[src/rtl/uart_rx_word_if.sv]
// Byte-in / word-out bundle for uart_rx_word; the data width follows BYTES_PER_WORD.
// o_byte_cnt widens to 4 bits when UART_RX_WORD_CHECKSUM_EN is defined.
interface uart_rx_word_if #(
    parameter int BYTES_PER_WORD = 2
);
    localparam int W = 8 * BYTES_PER_WORD;
`ifdef UART_RX_WORD_CHECKSUM_EN
    localparam int CW = 4;
`else
    localparam int CW = 3;
`endif

    // Input side: i_rxdatval qualifies i_rxbyte for exactly one cycle, and there is no back-pressure.
    // Output side: o_word is taken on any cycle where o_wordvalid & i_wordready are both high.
    // o_word and o_wordvalid are held until that cycle.
    logic [7:0]    i_rxbyte;
    logic          i_rxdatval;
    logic [W-1:0]  o_word;
    logic          o_wordvalid;
    logic          i_wordready;
    logic          o_overrun;
    logic          o_timeout;
    logic          o_csum_err;
    logic [CW-1:0] o_byte_cnt;
    logic [1:0]    dbg_state;

    modport slave (
        input  i_rxbyte, i_rxdatval, i_wordready,
        output o_word, o_wordvalid, o_overrun, o_timeout, o_csum_err, o_byte_cnt, dbg_state
    );

    modport master (
        output i_rxbyte, i_rxdatval, i_wordready,
        input  o_word, o_wordvalid, o_overrun, o_timeout, o_csum_err, o_byte_cnt, dbg_state
    );
endinterface

[src/rtl/uart_rx_word.sv]
// Packs BYTES_PER_WORD UART bytes into one word with an idle-timeout and a valid/ready output register.
// Optional trailing XOR check byte: define UART_RX_WORD_CHECKSUM_EN.
module uart_rx_word #(
    parameter int BYTES_PER_WORD = 2,
    parameter bit MSB_FIRST      = 1'b1,
    parameter int TIMEOUT_CLKS   = 12500
) (
    input logic           i_clk,
    input logic           i_rst,
    uart_rx_word_if.slave bus
);
    localparam int W = 8 * BYTES_PER_WORD;
`ifdef UART_RX_WORD_CHECKSUM_EN
    localparam int CW = 4;
`else
    localparam int CW = 3;
`endif
    localparam int TW = (TIMEOUT_CLKS > 1) ? $clog2(TIMEOUT_CLKS) : 1;
    localparam bit TO_EN = (TIMEOUT_CLKS != 0);
    localparam logic [TW-1:0] T_LAST   = TW'((TIMEOUT_CLKS > 0) ? TIMEOUT_CLKS - 1 : 0);
    localparam logic [CW-1:0] LAST_IDX = CW'(BYTES_PER_WORD - 1);

    localparam logic [1:0] ST_IDLE     = 2'd0;
    localparam logic [1:0] ST_ASSEMBLE = 2'd1;
    localparam logic [1:0] ST_CSUM     = 2'd2;

    logic [1:0]    state;
    logic [CW-1:0] cnt;
    logic [W-1:0]  shreg;
    logic [W-1:0]  placed;
    logic [TW-1:0] tcnt;
    logic [W-1:0]  word_q;
    logic          valid_q;
    logic          overrun_q;
    logic          timeout_q;
    logic          csum_err_q;
    logic          timer_active;
    logic          expire;
    logic          complete;
    logic [W-1:0]  word_new;
`ifdef UART_RX_WORD_CHECKSUM_EN
    logic [7:0]    csum;
`endif

    // Shift buffer with the incoming byte dropped into slot cnt.
    always_comb begin
        placed = shreg;
        for (int k = 0; k < BYTES_PER_WORD; k++) begin
            if (cnt == CW'(k)) begin
                if (MSB_FIRST) placed[W-8-8*k +: 8] = bus.i_rxbyte;
                else           placed[8*k +: 8]     = bus.i_rxbyte;
            end
        end
    end

    assign timer_active = (state != ST_IDLE);
    assign expire       = TO_EN && timer_active && !bus.i_rxdatval && (tcnt == T_LAST);

`ifdef UART_RX_WORD_CHECKSUM_EN
    assign complete = bus.i_rxdatval && (state == ST_CSUM) && (bus.i_rxbyte == csum);
    assign word_new = shreg;
`else
    assign complete = bus.i_rxdatval && (state != ST_CSUM) && (cnt == LAST_IDX);
    assign word_new = placed;
`endif

    always_ff @(posedge i_clk) begin
        if (i_rst) begin
            state      <= ST_IDLE;
            cnt        <= '0;
            shreg      <= '0;
            tcnt       <= '0;
            word_q     <= '0;
            valid_q    <= 1'b0;
            overrun_q  <= 1'b0;
            timeout_q  <= 1'b0;
            csum_err_q <= 1'b0;
`ifdef UART_RX_WORD_CHECKSUM_EN
            csum       <= '0;
`endif
        end else begin
            overrun_q  <= 1'b0;
            timeout_q  <= 1'b0;
            csum_err_q <= 1'b0;

            if (bus.i_rxdatval || !timer_active || expire) tcnt <= '0;
            else if (TO_EN)                                 tcnt <= tcnt + 1'b1;

            // A byte landing on the expiry cycle wins because expire requires no strobe.
            if (expire) begin
                state     <= ST_IDLE;
                cnt       <= '0;
                timeout_q <= 1'b1;
            end else if (bus.i_rxdatval) begin
                case (state)
                    ST_IDLE, ST_ASSEMBLE: begin
                        shreg <= placed;
`ifdef UART_RX_WORD_CHECKSUM_EN
                        csum  <= (cnt == '0) ? bus.i_rxbyte : (csum ^ bus.i_rxbyte);
`endif
                        if (cnt == LAST_IDX) begin
`ifdef UART_RX_WORD_CHECKSUM_EN
                            state <= ST_CSUM;
                            cnt   <= CW'(BYTES_PER_WORD);
`else
                            state <= ST_IDLE;
                            cnt   <= '0;
`endif
                        end else begin
                            state <= ST_ASSEMBLE;
                            cnt   <= cnt + 1'b1;
                        end
                    end
                    ST_CSUM: begin
                        state <= ST_IDLE;
                        cnt   <= '0;
`ifdef UART_RX_WORD_CHECKSUM_EN
                        if (bus.i_rxbyte != csum) csum_err_q <= 1'b1;
`endif
                    end
                    default: begin
                        state <= ST_IDLE;
                        cnt   <= '0;
                    end
                endcase
            end

            // A completion coinciding with a transfer reloads instead of overrunning.
            if (complete) begin
                if (!valid_q || bus.i_wordready) begin
                    word_q  <= word_new;
                    valid_q <= 1'b1;
                end else begin
                    overrun_q <= 1'b1;
                end
            end else if (valid_q && bus.i_wordready) begin
                valid_q <= 1'b0;
            end
        end
    end

    assign bus.o_word      = word_q;
    assign bus.o_wordvalid = valid_q;
    assign bus.o_overrun   = overrun_q;
    assign bus.o_timeout   = timeout_q;
    assign bus.o_csum_err  = csum_err_q;
    assign bus.o_byte_cnt  = cnt;
    assign bus.dbg_state   = state;
endmodule

[src/flat_wrapper.sv]
// flat-port wrapper written by rule: the top's interface ports become plain ports
module uart_rx_word_flat 
#(
    parameter int BYTES_PER_WORD = 2,
    parameter bit MSB_FIRST      = 1'b1,
    parameter int TIMEOUT_CLKS   = 12500
)
  (i_clk, i_rst, bus_i_rxbyte, bus_i_rxdatval, bus_i_wordready, bus_o_word, bus_o_wordvalid, bus_o_overrun, bus_o_timeout, bus_o_csum_err, bus_o_byte_cnt, bus_dbg_state);
  uart_rx_word_if #(.BYTES_PER_WORD(BYTES_PER_WORD)) bus_i ();
  input logic i_clk;
  input logic i_rst;
  input wire logic [$bits(bus_i.i_rxbyte)-1:0] bus_i_rxbyte;
  input wire logic [$bits(bus_i.i_rxdatval)-1:0] bus_i_rxdatval;
  input wire logic [$bits(bus_i.i_wordready)-1:0] bus_i_wordready;
  output wire logic [$bits(bus_i.o_word)-1:0] bus_o_word;
  output wire logic [$bits(bus_i.o_wordvalid)-1:0] bus_o_wordvalid;
  output wire logic [$bits(bus_i.o_overrun)-1:0] bus_o_overrun;
  output wire logic [$bits(bus_i.o_timeout)-1:0] bus_o_timeout;
  output wire logic [$bits(bus_i.o_csum_err)-1:0] bus_o_csum_err;
  output wire logic [$bits(bus_i.o_byte_cnt)-1:0] bus_o_byte_cnt;
  output wire logic [$bits(bus_i.dbg_state)-1:0] bus_dbg_state;
  assign bus_i.i_rxbyte = bus_i_rxbyte;
  assign bus_i.i_rxdatval = bus_i_rxdatval;
  assign bus_i.i_wordready = bus_i_wordready;
  assign bus_o_word = bus_i.o_word;
  assign bus_o_wordvalid = bus_i.o_wordvalid;
  assign bus_o_overrun = bus_i.o_overrun;
  assign bus_o_timeout = bus_i.o_timeout;
  assign bus_o_csum_err = bus_i.o_csum_err;
  assign bus_o_byte_cnt = bus_i.o_byte_cnt;
  assign bus_dbg_state = bus_i.dbg_state;
  uart_rx_word #(.BYTES_PER_WORD(BYTES_PER_WORD), .MSB_FIRST(MSB_FIRST), .TIMEOUT_CLKS(TIMEOUT_CLKS)) u_core (.i_clk(i_clk), .i_rst(i_rst), .bus(bus_i));
endmodule
[config.mk]
export PLATFORM = sky130hd
export DESIGN_NAME = uart_rx_word_flat
export DESIGN_NICKNAME = d
export VERILOG_FILES = /design/src/rtl/uart_rx_word_if.sv /design/src/rtl/uart_rx_word.sv /design/src/flat_wrapper.sv
export SDC_FILE = /design/constraint.sdc
export NUM_CORES = 1
export LEC_CHECK = 0
export CORE_MARGIN = 2
export CORE_UTILIZATION = 30
export CTS_CLUSTER_DIAMETER = 50
export DETAILED_ROUTE_END_ITERATION = 6
export PLACE_DENSITY_LB_ADDON = 0.25
export SYNTH_ARGS = -nofsm -noshare
export SYNTH_HDL_FRONTEND = slang
export SYNTH_SLANG_ARGS = --single-unit
[constraint.sdc]
create_clock -name i_clk -period 1.6 [get_ports i_clk]
set_clock_uncertainty 0.1 [all_clocks]
set_input_delay 0.32 -clock i_clk [delete_from_list [all_inputs] [get_ports i_clk]]
set_output_delay 0.32 -clock i_clk [all_outputs]
set_load 0.02 [all_outputs]
# After elaboration in Yosys (flattened, before gate mapping)

Cells that the tools add are included.

Register bits after elaboration: 54
Input port bits: 12
Output and inout port bits: 25
Word-level logic and storage cells: 50

Add/subtract/negate cells: 2
Eq/ne operators: 5
Multiplexer cells: 11
Bitwise logic cells: 2
Reduce and logical (&&, ||, !) cells: 22

Operators with widths:

| kind                                                             | count |
|---|---|
| 16-bit two-way mux                                               | 1 |
| 14-bit by 1-bit adder with 14-bit output (second input constant) | 1 |
| 14-bit == test (second input constant)                           | 1 |
| 8-bit two-way mux                                                | 1 |
| 2-bit OR reduction                                               | 4 |
| 1-bit two-way mux                                                | 7 |
| 3-bit two-way mux                                                | 2 |
| 1-bit logical AND                                                | 5 |
| 2-bit inequality test (second input constant)                    | 2 |
| 2-bit AND reduction                                              | 2 |
| 2-bit nonzero test                                               | 2 |
| 3-bit by 1-bit adder with 3-bit output (second input constant)   | 1 |
| 3-bit by 1-bit == test with 1-bit output (second input constant) | 1 |
| 1-bit zero test                                                  | 3 |
| 3-bit zero test                                                  | 1 |
| 1-bit logical OR                                                 | 3 |
| 3-bit AND reduction                                              | 1 |
| 2-bit by 1-bit == test with 1-bit output (second input constant) | 1 |
| 2-bit zero test                                                  | 1 |
| 1-bit inverter                                                   | 2 |

# Logic depth before layout (Yosys ltp)

Gate-level depths: netlist of the first run.

Depth in word-level cells: 5
Depth in mapped cells: 7
Mapped depth without buffers: 5

# Worst setup path after synthesis of the first run

Ideal clock, no wire load.

Path kind: flip-flop to flip-flop
Start: reg u_core.cnt[0], in the netlist u_core.bus.o_byte_cnt[0]
End: reg u_core.word_q[5], in the netlist u_core.bus.o_word[5]
Library setup time: 132 ps
Arrival time: 1248 ps
Data required time: 1368 ps
Slack: 119 ps
Stages on the path, launching flop included: 8
Path buffers: 3
Period minus slack after synthesis: 1481 ps
Cell sequence: dfxtp_1 -> buf_4 -> and4bb_2 -> buf_6 -> nand2_8 -> buf_8 -> nand2_1 -> a21oi_1

Longest elaborated chain between the ends: 3
Elaborated cells between the ends (all ways): 4
Classes of those cells: eq/ne: 1; mux: 1; reduce/logical: 2

Ends and longest elaborated chain:

| what                                       | RTL line                               | source |
|---|---|---|
| start, declared                            | uart_rx_word.sv:28                     | `logic [CW-1:0] cnt;` |
| start signal, assigned                     | uart_rx_word.sv:111                    | `cnt <= cnt + 1'b1;` |
| 3-bit by 1-bit == test with 1-bit output * | uart_rx_word.sv:49, uart_rx_word.sv:63 |  |
| 1-bit logical AND                          | uart_rx_word.sv:63                     | `assign complete = bus.i_rxdatval && (state != ST_CSUM) && (cnt == LAST_IDX);` |
| 2-bit AND reduction (no source line)       | n/a                                    |  |
| end signal, assigned                       | uart_rx_word.sv:131                    | `word_q <= word_new;` |
| end, declared                              | uart_rx_word.sv:32                     | `logic [W-1:0] word_q;` |

Every way passes the cells marked *; elsewhere a longest branch is shown, timed or not.
A chain may end at the register's enable or synchronous reset.

# Final worst setup path of the first run

Start: reg u_core.cnt[1], in the netlist u_core.bus.o_byte_cnt[1]
End: out bus_o_byte_cnt[1]

RTL lines:

| what          | RTL line           | source |
|---|---|---|
| end, declared | flat_wrapper.sv:20 | `output wire logic [$bits(bus_i.o_byte_cnt)-1:0] bus_o_byte_cnt;` |

No word-level cell between the ends.

==> results.toml, run 1 <==
[clocking]
cts_tree = "done"
clock_path_buffers = 2
clk_latency_ns = 0.29
htree_levels = 2
cts_root_buffer = "clkbuf_8"
cts_inserted_buffers = 5
numClockSinks = 45
cts.clk_slew.worst_paths_ns = 0.08

[synthesis]
yosysSeqAreaShare_pct = 49.48
synth.avg_cell_area_um2 = 8.669
synth-edff-count = 0
synth_cell_type_count = 28
synth_warnings = 0
yosys-top-cells-area = "dfxtp_1 49%, nand2_1 7.4%, a21oi_1 7.1%, nand3_1 6.0%, xor2_1 5.8%"
synth_seq_cells = 45
synth_ff_type = "dfxtp_1"
async_flop_share_pct = 0
synthDominantCellAreaShare_pct = 49.48
netlist_instances = 210
netlist_area_um2 = 1820
synth_top_area_cell = "dfxtp_1"

[floorplanning]
ios = 37
start_util_pct = 30.93
fp.dieW_um = 81.90
die_area_um2 = 6708
die_y_um = 81.90
core_area_um2 = 5886
num_rows = 28

[critical_path]
cpMaxStageDelayCell = "dfxtp_1"
crit_type = "reg -> out"
crit_arrival_ns = 1.07
path_buf_inv = 1
cp_max_fo = 6
cp_slowest_stage_delay_ns = 0.42
r2r_slack_ns = 0.16
cp-start-kind = "flip-flop"
crit_required_ns = 1.18
path_cells = "dlygate4sd2_1"
endpoint_kind = "output pin"
crit_family = "flip-flops"

[placement]
placed_cell_area_um2 = 2283
place_congestion = 0.7916
port_buffers = 34
place_ws_ns = -0.1265
hpwlAfterDp_mm = 2.596

[sta]
fin_crit_sh_pct = 93.01
fin_ws_ns = 0.1118
hold_violations = 0
fmax_mhz = 671.9
period_minus_slack_ns = 1.488
rsz0062_at_grt = "false"
final-max-slew-violation-count = 0
setup_viol = 0

[pwr]
p_leak_uw = 0.0009282
cellPowerDensity_nw_per_um2 = 897.5
ir_drop_mv = 0.3176

[layout]
area_growth_pct = 28.93
nFillCells = 630
multi_input_area_um2 = 803.3
antenna_cells = 0
nets = 259
final_area_um2 = 2347
drive_gt1_share_pct = 9.756
register_area_um2 = 900.9

[global_routing]
grt-ovfl-total = 0
grt_pass1_vias = 1344
grt_usage_pct = 12.13
antenna_found_initial = 0
grt_pass1_wl_mm = 6.279
grt_max_degree = 32

[drt]
num_vias = 1454
viasPerCell = 4.530
drtIter0Drc = 27
wl_per_cell_um = 11.65
drtAntennaViolNets = 0
first_pass_iters = 4
drc = 0
totalWireLength_mm = 3.739

[flow_run]
cap_violations = 0

[status]
status = "complete, no violations"

[hold_path]
hold_class = "reg -> reg"
final cells by class:
| class | count | area share [%] |
|---|---|---|
| Multi-Input combinational cell | 147 | 34.22 |
| Timing Repair Buffer | 47 | 19.56 |
| Clock buffer | 6 | 3.518 |
| Sequential cell | 45 | 38.38 |
| Clock inverter | 1 | 0.3198 |
| Tap cell | 75 | 3.998 |
final timing paths:
| kind | cells past startpoint | startpoint | end |
|---|---|---|---|
| setup / recovery | 1 | u_core.bus.o_byte_cnt[1] | bus_o_byte_cnt[1] |
| setup reg to reg | 6 | u_core.tcnt[0] | u_core.tcnt[13] |
| hold / removal | 1 | u_core.tcnt[0] | u_core.tcnt[0] |
| hold reg to reg | 1 | u_core.tcnt[0] | u_core.tcnt[0] |
per-layer routing:
layer | share of wire, % | global-route usage [%]
met3 | 3.9 | 3.187
met1 | 50 | 16.76
met2 | 44 | 17.56
met5 | 0 | 0
met4 | 1.9 | 5.500
synthesized netlist by cell type, types with 2 or more instances:
master	number
nand2_1	36
xnor2_1	2
nor2_1	16
nand4_1	6
xor2_1	12
nand3_1	22
buf_2	2
nor3b_1	2
a21oi_1	26
and3_1	2
buf_4	8
clkbuf_1	7
nor3_1	6
nand2b_1	2
dfxtp_1	45
and2_1	3
and4_1	2
placed cells by master (no fill, tap or decap):
| cell type | count |
|---|---|
| clkinvlp_4 | 1 |
| nand2_1 | 36 |
| a21oi_1 | 26 |
| clkbuf_8 | 6 |
| conb_1 | 2 |
| and3_1 | 2 |
| and4_1 | 2 |
| nand4_1 | 6 |
| o21ai_0 | 1 |
| nor4b_2 | 1 |
| nor4bb_1 | 1 |
| and2_1 | 3 |
| nor2_1 | 15 |
| ha_1 | 1 |
| and4bb_2 | 1 |
| clkdlybuf4s50_1 | 11 |
| nor3_1 | 6 |
| nand3_1 | 22 |
| nor2_2 | 1 |
| nand2b_1 | 2 |
| dlygate4sd2_1 | 23 |
| nor4b_1 | 1 |
| buf_12 | 4 |
| xor2_1 | 12 |
| nor3b_1 | 2 |
| nand2_8 | 1 |
| nand3b_1 | 1 |
| dfxtp_1 | 45 |
| xnor2_1 | 2 |
| buf_4 | 9 |
timing repair:
item,in CTS,in global routing
gates resized for setup,23,1
setup endpoints to repair,23,4
endpoints found under the hold margin,0,0
pin swaps,0,1
buffers inserted,0,0
hold buffers,0,0
power by group:
part           internal (uW)  switching (uW)  total, uW
combinational            102             122        224
sequential              1150            17.2       1170
clock                    342             372        713
total                   1600             511       2110
registers in the layout, indices dropped and copies added, names as in the netlist:
register,count
u_core.bus.o_word,16
u_core.tcnt,14
u_core.bus.o_wordvalid,1
u_core.shreg,8
u_core.bus.o_timeout,1
u_core.bus.dbg_state,1
u_core.bus.o_overrun,1
u_core.bus.o_byte_cnt,3
logic make-up (layout without fill, tap and decap cells):
kind of cell,Yosys count,count (layout),synth area share [%]
simple gates,103,103,28.73
flops,45,45,49.48
compound gates,27,27,7.422
buf+inv,19,54,6.736
xor+xnor,14,14,6.736
fa+ha+maj,1,1,0.6872
other cells,1,2,0.2060
through the flow:
| step | power, uW | hold WS [ns] | TNS [ns] | std cells | utilization (%) |
|---|---|---|---|---|---|
| 2_1_floorplan | 1337 | 0.3121 | 0 | 211 | - |
| 3_3_place_gp | 1435 | 0.3257 | -3.450 | 314 | 38.80 |
| 3_5_place_dp | 1437 | 0.3332 | -4.144 | 314 | 38.80 |
| 4_1_cts | 2141 | 0.3479 | 0 | 321 | 39.84 |
| 5_1_grt | 2221 | 0.3816 | 0 | 321 | 39.88 |
| 6_report | 2107 | 0.3448 | 0 | 321 | 39.88 |
Note: power is estimated with default switching activity, not from simulation.
==> run 2, diff against run 1 <==
- CAP_MARGIN: not set -> 5
- CTS_BUF_LIST: not set -> sky130_fd_sc_hd__clkbuf_8
- clock period: 1.6 -> 1.7 ns (I/O delays scaled with it)
==> run 2 against run 1 <==
Against the previous run:
- register-to-register slack gained 0.07 ns
- clock-buffer cell count shrank 1
- sequential cell count is the same
- via count shrank 0.28%
- first-iteration DRC count grew to 2.6 times the previous value
- largest power group unchanged
==> results.toml, run 2 (same netlist as run 1, synthesis figures left out) <==
[status]
status = "complete, no violations"

[layout]
area_growth_pct = 31.27
fin_cells = 319
register_area_um2 = 900.9
drive_gt1_share_pct = 9.836
postLayoutCoreUtil_pct = 40.60
layout_commonest_cell = "dfxtp_1"
nFillCells = 630
antenna_cells = 0
nets = 256
largest_reg_flops = 16
final_cell_mix = "45 x dfxtp_1, 35 x nand2_1, 26 x a21oi_1"
multi_input_area_um2 = 810.8

[global_routing]
grt_pass1_vias = 1437
grt_usage_pct = 12.25
antenna_found_initial = 0
grt-ovfl-total = 0
grt_max_degree = 32
grt_pass1_wl_mm = 6.430

[critical_path]
crit_family = "buffers and inverters"
reg2reg_from = "u_core.tcnt[0]"
cpMaxStageDelayCell = "clkdlybuf4s50_1"
path_cells = "clkdlybuf4s50_1"
crit_required_ns = 1.26
cp_max_fo = 2
crit_arrival_ns = 1.23
crit_type = "reg -> out"
r2r_end = "u_core.tcnt[7]"
r2r_slack_ns = 0.23
path_buf_inv = 1
cp-start-kind = "flip-flop"
path_depth = 1
reg2reg_depth = 6
endpoint_kind = "output pin"
cp_slowest_stage_delay_ns = 0.61

[hold_path]
min_from = "u_core.tcnt[0]"
hold_class = "reg -> reg"
holdPathStages = 1
hold_end = "u_core.tcnt[0]"

[sta]
hold_violations = 0
fin_crit_sh_pct = 98.13
setup_viol = 0
final-max-slew-violation-count = 0
hold_slack_ns = 0.3503
tns_ns = 0
rsz0062_at_grt = "false"
fmax_mhz = 599.5
period_minus_slack_ns = 1.668

[drt]
wl_met3_um = 136
wl_met2_mm = 1.668
drc = 0
wl_met1_mm = 1.875
totalWireLength_mm = 3.746
first_pass_iters = 4
num_vias = 1450
drtAntennaViolNets = 0
drtIter0Drc = 69
wl_per_cell_um = 11.74
top_layer_used = "met4"
viasPerCell = 4.545

[flow_run]
cap_violations = 0

[clocking]
cts_inserted_buffers = 5
clk_latency_ns = 0.30
cts.clk_slew.worst_paths_ns = 0.09
ctsHoldBuffers = 0
htree_levels = 2
clock_path_buffers = 2
cts_root_buffer = "clkbuf_8"
cts_tree = "done"
numClockSinks = 45

[pwr]
cellPowerDensity_nw_per_um2 = 892.2
p_leak_uw = 0.001051
ir_drop_mv = 0.3570
power_uw = 2132

[placement]
port_buffers = 34
place_congestion = 0.7981
numPlacedInstances = 311
hpwlAfterDp_mm = 2.605

[floorplanning]
num_rows = 28
die_y_um = 81.90
start_util_pct = 30.93
ios = 37
die_area_um2 = 6708
fp.dieW_um = 81.90
core_area_um2 = 5886
run 2: worst max path at each step:
stage	start	end
6_report	u_core.bus.o_word[14]	bus_o_word[14]
5_1_grt	u_core.bus.o_word[14]	bus_o_word[14]
4_1_cts	u_core.bus.o_word[0]	bus_o_word[0]
3_5_place_dp	bus_i_rxdatval	u_core.tcnt[5]
3_3_place_gp	bus_i_rxdatval	u_core.bus.o_word[12]
2_1_floorplan	u_core.bus.o_byte_cnt[0]	u_core.bus.o_word[5]
run 2: area by class of cell:
class	instances	share of cell area [%]
Tap cell	75	3.927
Sequential cell	45	37.70
Timing Repair Buffer	44	19.74
Clock inverter	3	1.832
Multi-Input combinational cell	147	33.93
Clock buffer	5	2.880
run 2: routing by layer:
layer / GRT usage, % / vias to the layer above
li1: - / 767
met1: 16.71 / 653
met2: 18.54 / 25
met3: 2.857 / 5
met4: 5.000 / 0
met5: 0 / -
run 2: where the power goes:
part	total (uW)	leakage (uW)	internal, uW	switching [uW]
sequential	1100	0.000365	1080	16.0
combinational	212	0.000628	96.4	115
clock	820	0.0000585	441	379
total	2130	0.00105	1620	511
run 2: through the flow:
stage                     setup WS, ns  cell area (um^2)
after floorplan                 0.2194              1824
after global placement        -0.04390              2261
after detailed placement      -0.04233              2261
after CTS                    0.0005232              2357
after global routing          0.002259              2390
final                          0.03183              2390
run 2: timing repair:
item,in CTS,in global routing
setup buffers,0,0
pin swaps,0,1
gates cloned,0,0
setup endpoints to repair,13,18
resized for setup,13,12
